$ cat src/rtl/exec_cluster.sv
// Execute stage: N_ALU registered single-cycle ALU lanes plus a shift-add multiplier lane.
// ALU results one edge after issue with no back-pressure; the multiplier holds its product until mul_res_rdy.
module exec_cluster #(
  parameter int N_ALU  = 2,
  parameter int DATA_W = 16,
  parameter int TAG_W  = 5,
  parameter int IMM_W  = 5,
  localparam int OPW   = DATA_W + TAG_W,
  localparam int RW    = DATA_W + 2 * TAG_W
) (
  input  logic                     clk,
  input  logic                     rst,
  input  logic                     flush,
  input  logic [N_ALU-1:0]         alu_valid,
  input  logic [N_ALU*OPW-1:0]     alu_a,
  input  logic [N_ALU*OPW-1:0]     alu_b,
  input  logic [N_ALU*IMM_W-1:0]   alu_imm,
  input  logic [N_ALU-1:0]         alu_imm_sel,
  input  logic [N_ALU*4-1:0]       alu_op,
  input  logic [N_ALU*TAG_W-1:0]   alu_rd,
  output logic [N_ALU-1:0]         alu_res_vld,
  output logic [N_ALU*RW-1:0]      alu_res,
  output logic [N_ALU*TAG_W-1:0]   alu_rd_out,
  input  logic                     mul_in_vld,
  output logic                     mul_in_rdy,
  input  logic [OPW-1:0]           mul_a,
  input  logic [OPW-1:0]           mul_b,
  input  logic [IMM_W-1:0]         mul_imm,
  input  logic                     mul_imm_sel,
  input  logic [TAG_W-1:0]         mul_rd,
  output logic                     mul_res_vld,
  input  logic                     mul_res_rdy,
  output logic [RW-1:0]            mul_res,
  output logic [TAG_W-1:0]         mul_rd_out
);

  localparam int CW = $clog2(DATA_W + 1);

  for (genvar i = 0; i < N_ALU; i++) begin : g_lane
    logic [DATA_W-1:0] a_dat, b_dat, r_d;
    logic [TAG_W-1:0]  a_tag, b_tag;
    logic [3:0]        shamt, op;
    logic              vld_q;
    logic [RW-1:0]     res_q;
    logic [TAG_W-1:0]  rd_q;

    assign a_dat = alu_a[i*OPW+TAG_W +: DATA_W];
    assign a_tag = alu_a[i*OPW +: TAG_W];
    assign b_dat = alu_imm_sel[i] ? DATA_W'(alu_imm[i*IMM_W +: IMM_W])
                                  : alu_b[i*OPW+TAG_W +: DATA_W];
    assign b_tag = alu_imm_sel[i] ? '0 : alu_b[i*OPW +: TAG_W];
    assign shamt = b_dat[3:0];
    assign op    = alu_op[i*4 +: 4];

    always_comb begin
      r_d = '0;
      case (op)
        4'd0:    r_d = a_dat + b_dat;
        4'd1:    r_d = a_dat - b_dat;
        4'd2:    r_d = a_dat & b_dat;
        4'd3:    r_d = a_dat | b_dat;
        4'd4:    r_d = a_dat ^ b_dat;
        4'd5:    r_d = a_dat << shamt;
        4'd6:    r_d = a_dat >> shamt;
        4'd7:    r_d = $signed(a_dat) >>> shamt;
        default: r_d = '0;
      endcase
    end

    // Flush drops this cycle's issue; result data is only refreshed on a real issue.
    always_ff @(posedge clk) begin
      if (rst) begin
        vld_q <= 1'b0;
        res_q <= '0;
        rd_q  <= '0;
      end else begin
        vld_q <= alu_valid[i] && !flush;
        if (alu_valid[i] && !flush) begin
          res_q <= {r_d, b_tag, a_tag};
          rd_q  <= alu_rd[i*TAG_W +: TAG_W];
        end
      end
    end

    assign alu_res_vld[i]               = vld_q;
    assign alu_res[i*RW +: RW]          = res_q;
    assign alu_rd_out[i*TAG_W +: TAG_W] = rd_q;
  end

  typedef enum logic [1:0] {M_IDLE, M_RUN, M_DONE} mul_state_e;

  mul_state_e        state_q, state_d;
  logic [CW-1:0]     cnt_q, cnt_d;
  logic [DATA_W-1:0] acc_q, acc_d, a_q, a_d, b_q, b_d;
  logic [TAG_W-1:0]  ta_q, ta_d, tb_q, tb_d, rd_q, rd_d;

  always_comb begin
    state_d = state_q;
    cnt_d   = cnt_q;
    acc_d   = acc_q;
    a_d     = a_q;
    b_d     = b_q;
    ta_d    = ta_q;
    tb_d    = tb_q;
    rd_d    = rd_q;
    case (state_q)
      M_IDLE: begin
        if (mul_in_vld && !flush) begin
          state_d = M_RUN;
          cnt_d   = '0;
          acc_d   = '0;
          a_d     = mul_a[OPW-1:TAG_W];
          b_d     = mul_imm_sel ? DATA_W'(mul_imm) : mul_b[OPW-1:TAG_W];
          ta_d    = mul_a[TAG_W-1:0];
          tb_d    = mul_imm_sel ? '0 : mul_b[TAG_W-1:0];
          rd_d    = mul_rd;
        end
      end
      M_RUN: begin
        // A shifts up and B shifts down so bit cnt of B is always at B[0].
        if (cnt_q == CW'(DATA_W)) begin
          state_d = M_DONE;
        end else begin
          if (b_q[0]) acc_d = acc_q + a_q;
          a_d   = a_q << 1;
          b_d   = b_q >> 1;
          cnt_d = cnt_q + 1'b1;
        end
      end
      M_DONE: begin
        if (mul_res_rdy) state_d = M_IDLE;
      end
      default: state_d = M_IDLE;
    endcase
    if (flush) state_d = M_IDLE;
  end

  always_ff @(posedge clk) begin
    if (rst) begin
      state_q <= M_IDLE;
      cnt_q   <= '0;
      acc_q   <= '0;
      a_q     <= '0;
      b_q     <= '0;
      ta_q    <= '0;
      tb_q    <= '0;
      rd_q    <= '0;
    end else begin
      state_q <= state_d;
      cnt_q   <= cnt_d;
      acc_q   <= acc_d;
      a_q     <= a_d;
      b_q     <= b_d;
      ta_q    <= ta_d;
      tb_q    <= tb_d;
      rd_q    <= rd_d;
    end
  end

  assign mul_in_rdy  = (state_q == M_IDLE) && !rst;
  assign mul_res_vld = (state_q == M_DONE);
  assign mul_res     = {acc_q, tb_q, ta_q};
  assign mul_rd_out  = rd_q;

endmodule

$ cat config.mk
export PLATFORM = sky130hd
export DESIGN_NAME = exec_cluster
export DESIGN_NICKNAME = d
export VERILOG_FILES = /design/src/rtl/exec_cluster.sv
export SDC_FILE = /design/constraint.sdc
export NUM_CORES = 1
export LEC_CHECK = 0
export ABC_AREA = 1
export CAP_MARGIN = 20
export CORE_UTILIZATION = 48
export DETAILED_ROUTE_END_ITERATION = 8
export PLACE_DENSITY = 0.78
export SYNTH_ARGS = -nofsm -noshare
export SYNTH_HDL_FRONTEND = slang
export SYNTH_SLANG_ARGS = --single-unit
export TNS_END_PERCENT = 20
$ cat constraint.sdc
create_clock -name clk -period 4.2 [get_ports clk]
set_input_delay 1.26 -clock clk [delete_from_list [all_inputs] [get_ports clk]]
set_output_delay 1.26 -clock clk [all_outputs]
set_load 0.01 [all_outputs]
Word level (Yosys, flattened, before mapping)
Cells that the tools add are included.

Register bits after elaboration: 134. Output and inout bits: 97. Input bits: 174.

Bitwise gates (word level): 6. Mux-type cells: 25. Reduce and logical (&&, ||, !) cells: 15. Shift-type cells: 6. Equal/unequal tests: 22. Add/subtract/negate cells: 6.

Operators by type and width (number): $pmux W16 S8 (2); $mux W16 (10); $pmux W16 S2 (3); $add A16 B16 Y16 (3); $and A16 B16 Y16 (2); $eq A4 B3 Y1 const B (8); $or A16 B16 Y16 (2); $shl A16 B4 Y16 (2); $shr A16 B4 Y16 (2); $sshr A16 B4 Y16 (2); $sub A16 B16 Y16 (2); $xor A16 B16 Y16 (2); $mux W5 (5); $eq A4 B2 Y1 const B (4); $pmux W5 S2 (1); $eq A4 B1 Y1 const B (2); $logic_not A4 Y1 (2); $ne A2 B2 Y1 const B (4); $mux W2 (3); $pmux W2 S3 (1); $reduce_and A3 Y1 (2); $add A5 B1 Y5 const B (1); $eq A5 B5 Y1 const B (1); $logic_and A1 B1 Y1 (4); 9 further kinds (10).

Longest topological paths before layout
Gate-level depths: netlist of run 1.

Depth after elaboration: 4. Mapped depth: 28. Depth with buffers taken out: 25.

Least setup slack after synthesis of run 1
OpenSTA, ideal clock, no wires.

Path kind: input to register. Start: input port alu_imm_sel[1]. End: register g_lane[1].res_q[25]. Stages: 26. Required time: 4069 ps. Slack: 137 ps. Path buffers: 4. Setup time: 131 ps. Arrival time: 3933 ps. Cell sequence: buf_6 -> inv_6 -> buf_12 -> nand2_4 -> nand2_4 -> buf_12 -> buf_6 -> ha_1 -> nand2_1 -> nor2_1 -> nand3_1 -> nor2_2 -> nand3_1 -> o21ai_1 -> xor2_1 -> inv_1 -> ha_1 -> nand2_1 -> nor2_1 -> and2_1 -> a21oi_1 -> nand3_1 -> nand3_1 -> nand2_1 -> nand2_1 -> a21oi_2.

Word-level cells in the longest chain between the ends: 3. Elaborated cells on any way between the ends: 10. Those cells by class: 2 x add/sub; 3 x shift; 2 x mux; 3 x bitwise.

RTL lines: start: declaration (RTL line 18) `input logic [N_ALU-1:0] alu_imm_sel,`; $mux W16 (*) (RTL line 49) `assign b_dat = alu_imm_sel[i] ? DATA_W'(alu_imm[i*IMM_W +: IMM_W])`; $sub A16 B16 Y16, or another cell as far along (RTL line 59) `4'd1: r_d = a_dat - b_dat;`; $pmux W16 S8 (*) (RTL line 57) `case (op)`; end signal: assignment (RTL line 79) `res_q <= {r_d, b_tag, a_tag};`; end: declaration (RTL line 44) `logic [RW-1:0] res_q;`.

Mark *: on every way between the ends. The rest lies on a longest branch, timed or not. A chain may end at the register's enable or synchronous reset.

Worst setup path in the final report of run 1
Start: input port alu_op[2]. End: register g_lane[0].res_q[15].

Word-level cells in the longest chain between the ends: 2. Elaborated cells on any way between the ends: 9. Those cells by class: 7 x eq/ne; 1 x mux; 1 x reduce/logical.

RTL lines: start: declaration (RTL line 19) `input logic [N_ALU*4-1:0] alu_op,`; $eq A4 B3 Y1, or another cell as far along (RTL line 57); $pmux W16 S8 (*) (RTL line 57); end signal: assignment (RTL line 79); end: declaration (RTL line 44).

Marks and branches as above.

==> metrics.md, run 1 <==
| Metric | Value |
|---|---|
| Ys async rst share | 0% |
| CP Buf/Inv Count | 3 |
| Clk buf depth | 2 |
| Crit share post-route | 96.23% |
| Via density | 5.722 |
| Vias in the first global route | 15670 |
| CP top delay family | simple AND/OR/NAND/NOR gates |
| Power share of the sequential group | 28.9% |
| 1st-iter DRT viols | 1912 |
| WP depth | 18 |
| Final worst slack | 0.1582 ns |
| CTS H-Tree Depth | 4 |
| P_int | 2.947 mW |
| Die Height | 168.4 um |
| Total power draw | 4.776 mW |
| Crit path top cell by count | nand2_1 |
| Max Slew Vio Count | 0 |
| Worst reg-to-reg path cell count | 10 |
| Cell at the slowest stage of the critical path | clkdlybuf4s50_1 |
| Hold_buf cts | 0 |
| Worst-Skew Late Latency | 0.44 ns |
| Max Cap Viol | 0 |
| Port Buffers | 270 |
| Syn Area/Cell | 5.994 um2 |
| Routability Congestion | 1.013 |
| Ys flop type | dfxtp_1 |
| Vias | 16870 |
| Slew HR | 40.20% |
| Switching power | 1.829 mW |
| Final setup viols | 0 |
| Ant. Diodes | 0 |
| Effective utilization at floorplan | 49.17% |
| Gr usage total | 37.89% |
| Clock Power Share | 33.3% |
| Core ar. | 0.02703 mm2 |
| Cell taking the most area after synthesis | dfxtp_1 |
| Critical path endpoint category | register |
| Fraction of layout cells with a size suffix above 1 | 11.96% |
| Worst-path clk slew | 0.07 ns |
| Post-synth EDFFs | 0 |
| Post-Syn Instances | 2217 |
| CTS tree | done |
| Area contributors post-synth | dfxtp_1 20%, nand2_1 19%, nand3_1 11% |
| First-pass GRT wire length | 84.51 mm |
| # rows | 60 |
| CP Class | primary input to register |
| Fin util | 66.88% |
| Hpwl dp | 42.89 mm |
| Final Hold Vio Count | 0 |
| Worst Hold Path Cells | 2 |
| Area Overhead vs Synth | 36.01% |
| Crit-path max FO | 8 |
| Crit-path max cell delay | 0.44 ns |
| Pin count of the biggest net entering global routing | 66 |
| Routed wire length | 54.84 mm |
| Synth Register Bits | 134 |
| Post-synth cell types | 54 |
| # nets final | 2886 |
| Residual DRC | 0 |
| Worst vdd ir | 0.2557 mV |
| Place WS | -0.5780 ns |
| Number of clock sinks | 134 |
| Clock skew | 0.01958 ns |
| Die ar. | 0.02836 mm2 |
| WP data required | 4.47 ns |
| Static Leak | 8.853 nW |
| Sequential area share after synthesis | 20.19% |
| Worst hold path class | register to register |
| Least-Margin Pin Slew | 0.8970 ns |
| Worst hold slack | 0.4665 ns |
| Cell Pwr Density | 264.2 mW/mm2 |
| CTS Buf Count | 17 |
| Crit path cell chain | clkdlybuf4s50_1 > nor2_1 > nand2_1 > inv_1 > nand2_1 > o21ai_0 > xor2_1 > ha_1 > nand2_1 > nor2_1 > nand2_1 > o211ai_1 > o21ai_0 > nand2_1 > inv_1 > nand2_1 > nand2_1 > a21oi_1 |
| Die Wd | 168.4 um |
| Fmax | 247.4 MHz |
| Grt ovf | 0 |
| Tmin final | 4.042 ns |
| Status | finished clean |
| Routed Antenna Nets | 0 |
| Routed len/inst | 18.60 um |
| Post-Syn Nets | 2508 |
| Drt first pass iters | 9 |
| Synth top area share | 20.19% |
| WP data arrival | 4.31 ns |
| Io pins | 271 |
| Crit start category | primary input |
| Number of antenna violations at the first check in global routing | 0 |
| Sw frac | 38.29% |
| Synthesized area | 0.01329 mm2 |
| Synth warn | 0 |
| Comb power frac | 37.7% |
| CTS root buf | clkbuf_16 |
Yosys cell counts (2+ instances only):
library cell,number
nor3_2,2
inv_2,9
ha_1,114
a221oi_1,15
o21ai_0,145
nor2_2,5
o21bai_1,5
o221ai_1,2
buf_2,25
nor2_1,182
o21ai_1,18
o2111ai_1,3
dfxtp_1,134
a21o_1,7
nand3_1,303
nor2_4,3
a31oi_1,27
nand2_2,17
buf_6,10
nand2_4,13
nand3_2,3
a21oi_2,5
buf_4,5
clkinv_1,2
nand3b_1,5
inv_1,190
nand2_1,674
nor3_1,11
buf_1,5
buf_12,2
or2_2,3
a211oi_1,3
clkbuf_1,43
fa_1,3
nand4_1,14
a21oi_1,151
xor2_1,31
and2_1,3
o211ai_1,9
and3_1,2
routing by layer:
metal | global-route usage, % | vias up | part of all wire [%]
met5 | 0 | - | 0
met4 | 12.09 | 0 | 2.4
met3 | 7.898 | 96 | 9.9
met2 | 60.45 | 906 | 44
met1 | 50.84 | 7770 | 44
li1 | - | 8102 | -
registers in the layout, indices dropped and copies added, names as in the netlist:
| register | count |
|---|---|
| tb_q | 5 |
| g_lane.res_q | 52 |
| g_lane.rd_q | 10 |
| ta_q | 5 |
| state_q | 2 |
| acc_q | 16 |
| a_q | 16 |
| g_lane.vld_q | 2 |
| b_q | 16 |
| mul_rd_out | 5 |
| cnt_q | 5 |
worst paths after layout:
kind,startpoint,to,slack (ns)
worst max-delay path,alu_op[2],g_lane[0].res_q[15]$_SDFFE_PP0P_,0.16
worst min-delay path,g_lane[0].res_q[16]$_SDFFE_PP0P_,g_lane[0].res_q[16]$_SDFFE_PP0P_,0.47
worst min register to register,g_lane[0].res_q[16]$_SDFFE_PP0P_,g_lane[0].res_q[16]$_SDFFE_PP0P_,0.47
worst max register to register,state_q[0]$_SDFFE_PP0P_,cnt_q[4]$_SDFFE_PP0P_,1.60
power groups by stage:
stage,registers [mW],logic (mW),clock network [mW]
CTS,1.38,1.73,1.61
finish,1.38,1.80,1.59
floorplan,1.41,0.942,0
global placement,1.41,1.70,0
detailed placement,1.41,1.72,0
global route,1.39,1.96,1.66
placed cells by master (no fill, tap or decap), types with 7 or more instances in the layout:
cell             synthesis  final
inv_1                  190    189
o21ai_1                 18     16
o21ai_0                145    144
a21o_1                   7      7
clkbuf_16                0     17
clkdlybuf4s50_1          0    263
a31oi_1                 27     27
ha_1                   114    109
nand2_1                674    670
inv_2                    9     10
buf_4                    5    177
o211ai_1                 9      9
dfxtp_1                134    134
nand2_2                 17     21
nand3_2                  3      8
nor3_1                  11     10
nand4_1                 14     14
a221oi_1                15     15
nand3_1                303    298
a21oi_2                  5     10
nor2_2                   5     11
nor2_1                 182    175
a21oi_1                151    146
nand2_4                 13     13
xor2_1                  31     31
timing repair:
item	4_1_cts	5_1_grt
pin swaps	0	18
setup buffers	0	3
resized for setup	5	38
setup endpoints to repair	5	17
metrics by stage:
stage / cell area (um2) / instances / setup TNS, ns
2_1_floorplan: 13290 / 2217 / 0
3_3_place_gp: 17260 / 2914 / -6.657
3_5_place_dp: 17260 / 2914 / -8.448
4_1_cts: 17880 / 2946 / 0
5_1_grt: 18070 / 2949 / -0.004481
6_report: 18070 / 2949 / 0
worst reg2reg max path, delay by kind of cell, from the launching register on:
family                 cells  cell delay, ns
flip-flops                 1            0.41
buffers and inverters      3            0.97
AND/OR/NAND/NOR            7            1.14
final cells by class:
class / instances / area, um2
flip-flops and latches: 134 / 2683
clock inverters: 15 / 182.7
fillers: 2508 / 8951
multi-input cells: 1789 / 9499
well taps: 341 / 426.7
inverters: 203 / 769.5
clock buffers: 17 / 425.4
repair buffers: 450 / 4089
cells by family after synthesis:
kind of cell               share of synthesized area (%)
and+or+nand+nor                                    40.19
AOI/OAI and AO/OA                                  16.69
buffers and inverters                              9.632
DFF                                                20.19
adders and majority gates                          11.19
xor gates and xnor gates                           2.109
Power figures use the tool's default switching activity.
==> run 2: changes to the inputs <==
CORE_ASPECT_RATIO = 0.5   (was unset)
CTS_CLUSTER_SIZE = 28   (was unset)
==> run 2 against run 1 <==
Against the previous run:
- critical path depth is 3 higher
- utilization is 0.18 points higher
- setup slack better by 0.030 ns
- combinational power is 3% lower
- first-iteration DRC count is 12% lower
- design area is 0.56% lower
- non-clock buffer count is 1 lower
- total power is 4.8% lower
- maximum frequency is 0.75% higher
- cell count is 0.31% higher
- highest routed layer unchanged
==> metrics.md, run 2 (same netlist as run 1, synthesis figures left out) <==
| Metric | Value |
|---|---|
| Fmax | 249.3 MHz |
| WP data required | 4.48 ns |
| Total power draw | 4.548 mW |
| Largest Register | g_lane.res_q |
| Placed cells | 2925 |
| Number of antenna violations at the first check in global routing | 0 |
| Least-Margin Pin Slew | 0.9447 ns |
| Place WS | -0.4324 ns |
| Crit share post-route | 95.52% |
| Most frequent cells in the layout | 669 x nand2_1, 302 x nand3_1, 263 x clkdlybuf4s50_1 |
| 1st-iter DRT viols | 1686 |
| Fraction of layout cells with a size suffix above 1 | 11.78% |
| Crit path cell chain | clkdlybuf4s50_1 > inv_1 > nand2_1 > nand2_4 > ha_1 > nand2_1 > nor2_2 > inv_1 > o31ai_2 > xor2_1 > inv_1 > ha_1 > nand2_1 > nor2_1 > nand3_1 > nand3_1 > nand2_1 > nand3_1 > nand3_1 > nand2_1 > a21oi_1 |
| Reg area | 0.002683 mm2 |
| Worst hold path class | register to register |
| First-pass GRT wire length | 77.96 mm |
| Crit-path max cell delay | 0.43 ns |
| Hold_buf cts | 0 |
| Sw frac | 35.65% |
| Slew HR | 36.95% |
| Routed len/inst | 16.86 um |
| Hpwl dp | 39.19 mm |
| Core ar. | 0.02680 mm2 |
| CTS Buf Count | 17 |
| Crit path top cell by count | nand2_1 |
| Via density | 5.462 |
| Max Slew Vio Count | 0 |
| Gr usage total | 34.27% |
| Io pins | 271 |
| Max Cap Viol | 0 |
| Switching power | 1.621 mW |
| Clk buf depth | 2 |
| Critical path endpoint category | register |
| Worst vdd ir | 0.2854 mV |
| Routed Antenna Nets | 0 |
| Worst-path clk slew | 0.06 ns |
| Vias in the first global route | 14860 |
| CTS root buf | clkbuf_16 |
| # rows | 42 |
| Die Wd | 237.3 um |
| Status | finished clean |
| Crit start category | primary input |
| Tmin final | 4.012 ns |
| # nets final | 2885 |
| Most common cell after layout, fill and taps aside | nand2_1 |
| Power share of the sequential group | 30.3% |
| Final setup viols | 0 |
| Effective utilization at floorplan | 49.58% |
| Non-Filler Instances | 2958 |
| Cell Pwr Density | 253.0 mW/mm2 |
| CP Class | primary input to register |
| Grt ovf | 0 |
| CTS tree | done |
| Ant. Diodes | 0 |
| Number of clock sinks | 134 |
| WP data arrival | 4.29 ns |
| Comb power frac | 38.5% |
| CTS H-Tree Depth | 4 |
| Final worst slack | 0.1881 ns |
| Port Buffers | 270 |
| Routed wire length | 49.86 mm |
| Die ar. | 0.02840 mm2 |
| Multi-input gate area | 0.009469 mm2 |
| Setup TNS | 0 ns |
| Die Height | 119.7 um |
| Vias | 16160 |
| Static Leak | 8.802 nW |
| Number of flip-flops in the largest register | 52 |
| Worst hold slack | 0.4639 ns |
| Pin count of the biggest net entering global routing | 67 |
| Fill count | 2539 |
| Clock Power Share | 31.1% |
| Worst-Skew Late Latency | 0.42 ns |
| Cell at the slowest stage of the critical path | clkdlybuf4s50_1 |
| Area Overhead vs Synth | 35.25% |
| Routability Congestion | 0.9945 |
| Crit-path max FO | 4 |
| Drt first pass iters | 8 |
| Residual DRC | 0 |
| Clock skew | 0.01096 ns |
| Final Hold Vio Count | 0 |
| P_int | 2.927 mW |
==> run 2: repair_timing <==
action,in CTS,in global routing
pin swaps,0,21
setup buffers,0,2
endpoints found under the setup margin,3,22
gates resized for setup,1,44
==> run 2: final cells by class <==
cell class	instances	area share (%)
Clock inverter	8	0.4177
Inverter	203	4.281
Sequential cell	134	14.93
Multi-Input combinational cell	1789	52.68
Timing Repair Buffer	449	22.64
Clock buffer	23	2.604
Tap cell	352	2.450
==> run 2: critical path, delay by kind of cell <==
kind | cells | cell delay [ns]
and+or+nand+nor | 12 | 1.34
buffers and inverters | 4 | 0.65
adders and majority gates | 2 | 0.49
AOI/OAI and AO/OA | 2 | 0.36
xor gates and xnor gates | 1 | 0.18
==> run 2: per-layer routing <==
metal  share of wire (%)  vias to the layer above  GRT usage (%)
met5                   0                        -              0
met4                 3.8                        0          12.18
met3                 6.8                      121          4.739
met2                  47                      687          58.63
met1                  43                     7240          44.13
li1                    -                     8109              -
==> run 2: path summary, 6_finish.rpt <==
check / slack (ns) / start / endpoint / depth (start not counted)
worst max-delay path: 0.19 / alu_imm[5] / g_lane[1].res_q[22]$_SDFFE_PP0P_ / 21
worst min-delay path: 0.46 / g_lane[0].res_q[18]$_SDFFE_PP0P_ / g_lane[0].res_q[18]$_SDFFE_PP0P_ / 2
worst max register to register: 1.30 / state_q[0]$_SDFFE_PP0P_ / cnt_q[4]$_SDFFE_PP0P_ / 11
worst min register to register: 0.46 / g_lane[0].res_q[18]$_SDFFE_PP0P_ / g_lane[0].res_q[18]$_SDFFE_PP0P_ / 2
==> run 2: stage by stage <==
stage	util, %	cell area [um2]
finish	67.06	17970
global route	67.06	17970
CTS	66.44	17810
detailed placement	64.42	17260
global placement	64.42	17260
floorplan	-	13290
==> run 2: power groups by stage <==
stage	sequential (mW)	combinational (mW)	clock (mW)
after floorplan	1.41	0.942	0
after global placement	1.40	1.67	0
after detailed placement	1.41	1.68	0
after CTS	1.38	1.69	1.42
after global routing	1.39	1.92	1.49
final	1.38	1.75	1.42
==> patch, RTL diff (settings of run 2) <==
The 3 states of `mul_state_e` get a one-hot encoding in 3 bits.
--- a/src/rtl/exec_cluster.sv
+++ b/src/rtl/exec_cluster.sv
@@ -88,5 +88,5 @@
   end
 
-  typedef enum logic [1:0] {M_IDLE, M_RUN, M_DONE} mul_state_e;
+  typedef enum logic [2:0] {M_IDLE = 3'b001, M_RUN = 3'b010, M_DONE = 3'b100} mul_state_e;
 
   mul_state_e        state_q, state_d;
Function: no difference found for any inputs over 4 cycles, from zero or initial values and one cycle with rst high; so few cycles prove little.
==> patch against run 2 <==
Power increased by 4.8%. Highest routed layer unchanged. Design area rose by 2.1%. Largest power group unchanged. Wire length increased by 1.9%. Setup slack got worse by 0.020 ns. Synthesized area increased by 2.0%. Sequential cell count increased by 1. Clock skew increased by 0.0033 ns. Largest cell class unchanged. Clock power is 15% higher. Non-clock buffer count grew 2.
==> patch: results (changes against run 2) <==
stage	metric	value	unit	change
critical_path	reg-to-reg slack, setup	1.39	ns	was 1.30 ns
critical_path	Reg2Reg Depth	7		was 11
critical_path	Worst Setup SP	alu_imm[1]		was alu_imm[5]
sta	hold_ws	0.465	ns	was 0.464 ns
synth	Seq/Total Area, Yosys	0.199		was 0.202
power_and_ir_drop	LEAKAGE	8.96	nW	was 8.80 nW
synth	synth cell count leaders	661 x nand2_1, 299 x nand3_1, 214 x nor2_1		was 674 x nand2_1, 303 x nand3_1, 190 x inv_1
power_and_ir_drop	maximum VDD drop	307	uV	was 285 uV
layout	Total Nets Final	2923		was 2885
place	placed instance area	17600	um^2	was 17300 um^2
place	post-DP HPWL	40600	um	was 39200 um
layout	share of layout cells above drive strength 1	0.120		was 0.118
global_routing	pin count of the biggest net entering global routing	70		was 67
place	DP Worst Slack	-0.448	ns	was -0.432 ns
drt	number of DRC markers in iteration 0	1430		was 1686
synth	Yosys cell types	47		was 54
global_routing	All-Layer GR Usage	0.345		was 0.343
global_routing	met3 GRT Util	0.0571		was 0.0474
global_routing	met1 Track Usage GR	0.465		was 0.441
sta	Final Skew	0.0142	ns	was 0.0110 ns
sta	Worst Max-Slew Pin Slew	1.03	ns	was 0.945 ns
global_routing	M2 GR Usage	0.563		was 0.586
synth	top post-synthesis cells by area	dfxtp_1 20%, nand2_1 18%, nand3_1 11%, ha_1 11%, nor2_1 5.9%		was dfxtp_1 20%, nand2_1 19%, nand3_1 11%, ha_1 11%, a21oi_1 5.7%
sta	FMAX	0.248	GHz	was 0.249 GHz
run_status	status	finished, final reports clean		unchanged
global_routing	global-route wire length before repair	78500	um	was 78000 um
drt	First-pass DRT Iterations	7		was 8
global_routing	number of global-route vias before repair	14895		was 14862
drt	routed wire length	50800	um	was 49900 um
synth	syn nets	2544		was 2508
critical_path	worst setup path endpoint	g_lane[0].res_q[19]		was g_lane[1].res_q[22]
critical_path	reg2reg end	acc_q[11]		was cnt_q[4]
-- patch: area by class of cell --
type	count	area, um^2
Tap cell	382	478
Timing Repair Buffer	451	4110
Clock inverter	13	195
Multi-Input combinational cell	1815	9620
Clock buffer	19	443
Sequential cell	135	2700
Fill cell	2632	9360
Inverter	212	798
-- patch: power by group --
part / internal, mW / total [mW] / switching, mW
Sequential: 1.34 / 1.38 / 0.0373
Clock: 1.02 / 1.64 / 0.623
Combinational: 0.745 / 1.75 / 1.00
-- patch: cells by family (layout without fill, tap and decap cells) --
logic type	after synthesis	count (layout)	share of synthesized area
DFF	135	135	0.199
xor gates and xnor gates	30	30	0.0194
adders and majority gates	117	117	0.110
muxes	5	5	0.00415
and+or+nand+nor	1278	1278	0.409
buffers and inverters	303	695	0.0964
AOI/OAI and AO/OA	385	385	0.162
-- patch: routing by layer --
layer  vias up  wire (um)
li1       8213          -
met1      7482      22700
met2       626      23200
met3        93       3670
met4         0       1270
met5         -          0
-- patch: timing repair --
item | in CTS | in global routing
pin swaps | 0 | 6
buffers inserted | 0 | 2
gates resized for setup | 2 | 23
hold buffers | 0 | 0
setup endpoints to repair | 2 | 17
-- patch: critical path, cell delays in order --
cell,delay (ns)
clkdlybuf4s50_1,0.43
inv_1,0.06
nand2_1,0.05
nand2_2,0.14
buf_12,0.12
nand2_4,0.04
nor2_2,0.16
nand2_1,0.14
buf_4,0.16
nand2_2,0.06
xor2_1,0.19
ha_1,0.27
buf_4,0.15
nand2_1,0.14
inv_1,0.07
a21oi_2,0.21
nand4_1,0.12
nand3_1,0.15
nand3_1,0.10
o21ai_2,0.17
a21oi_1,0.09
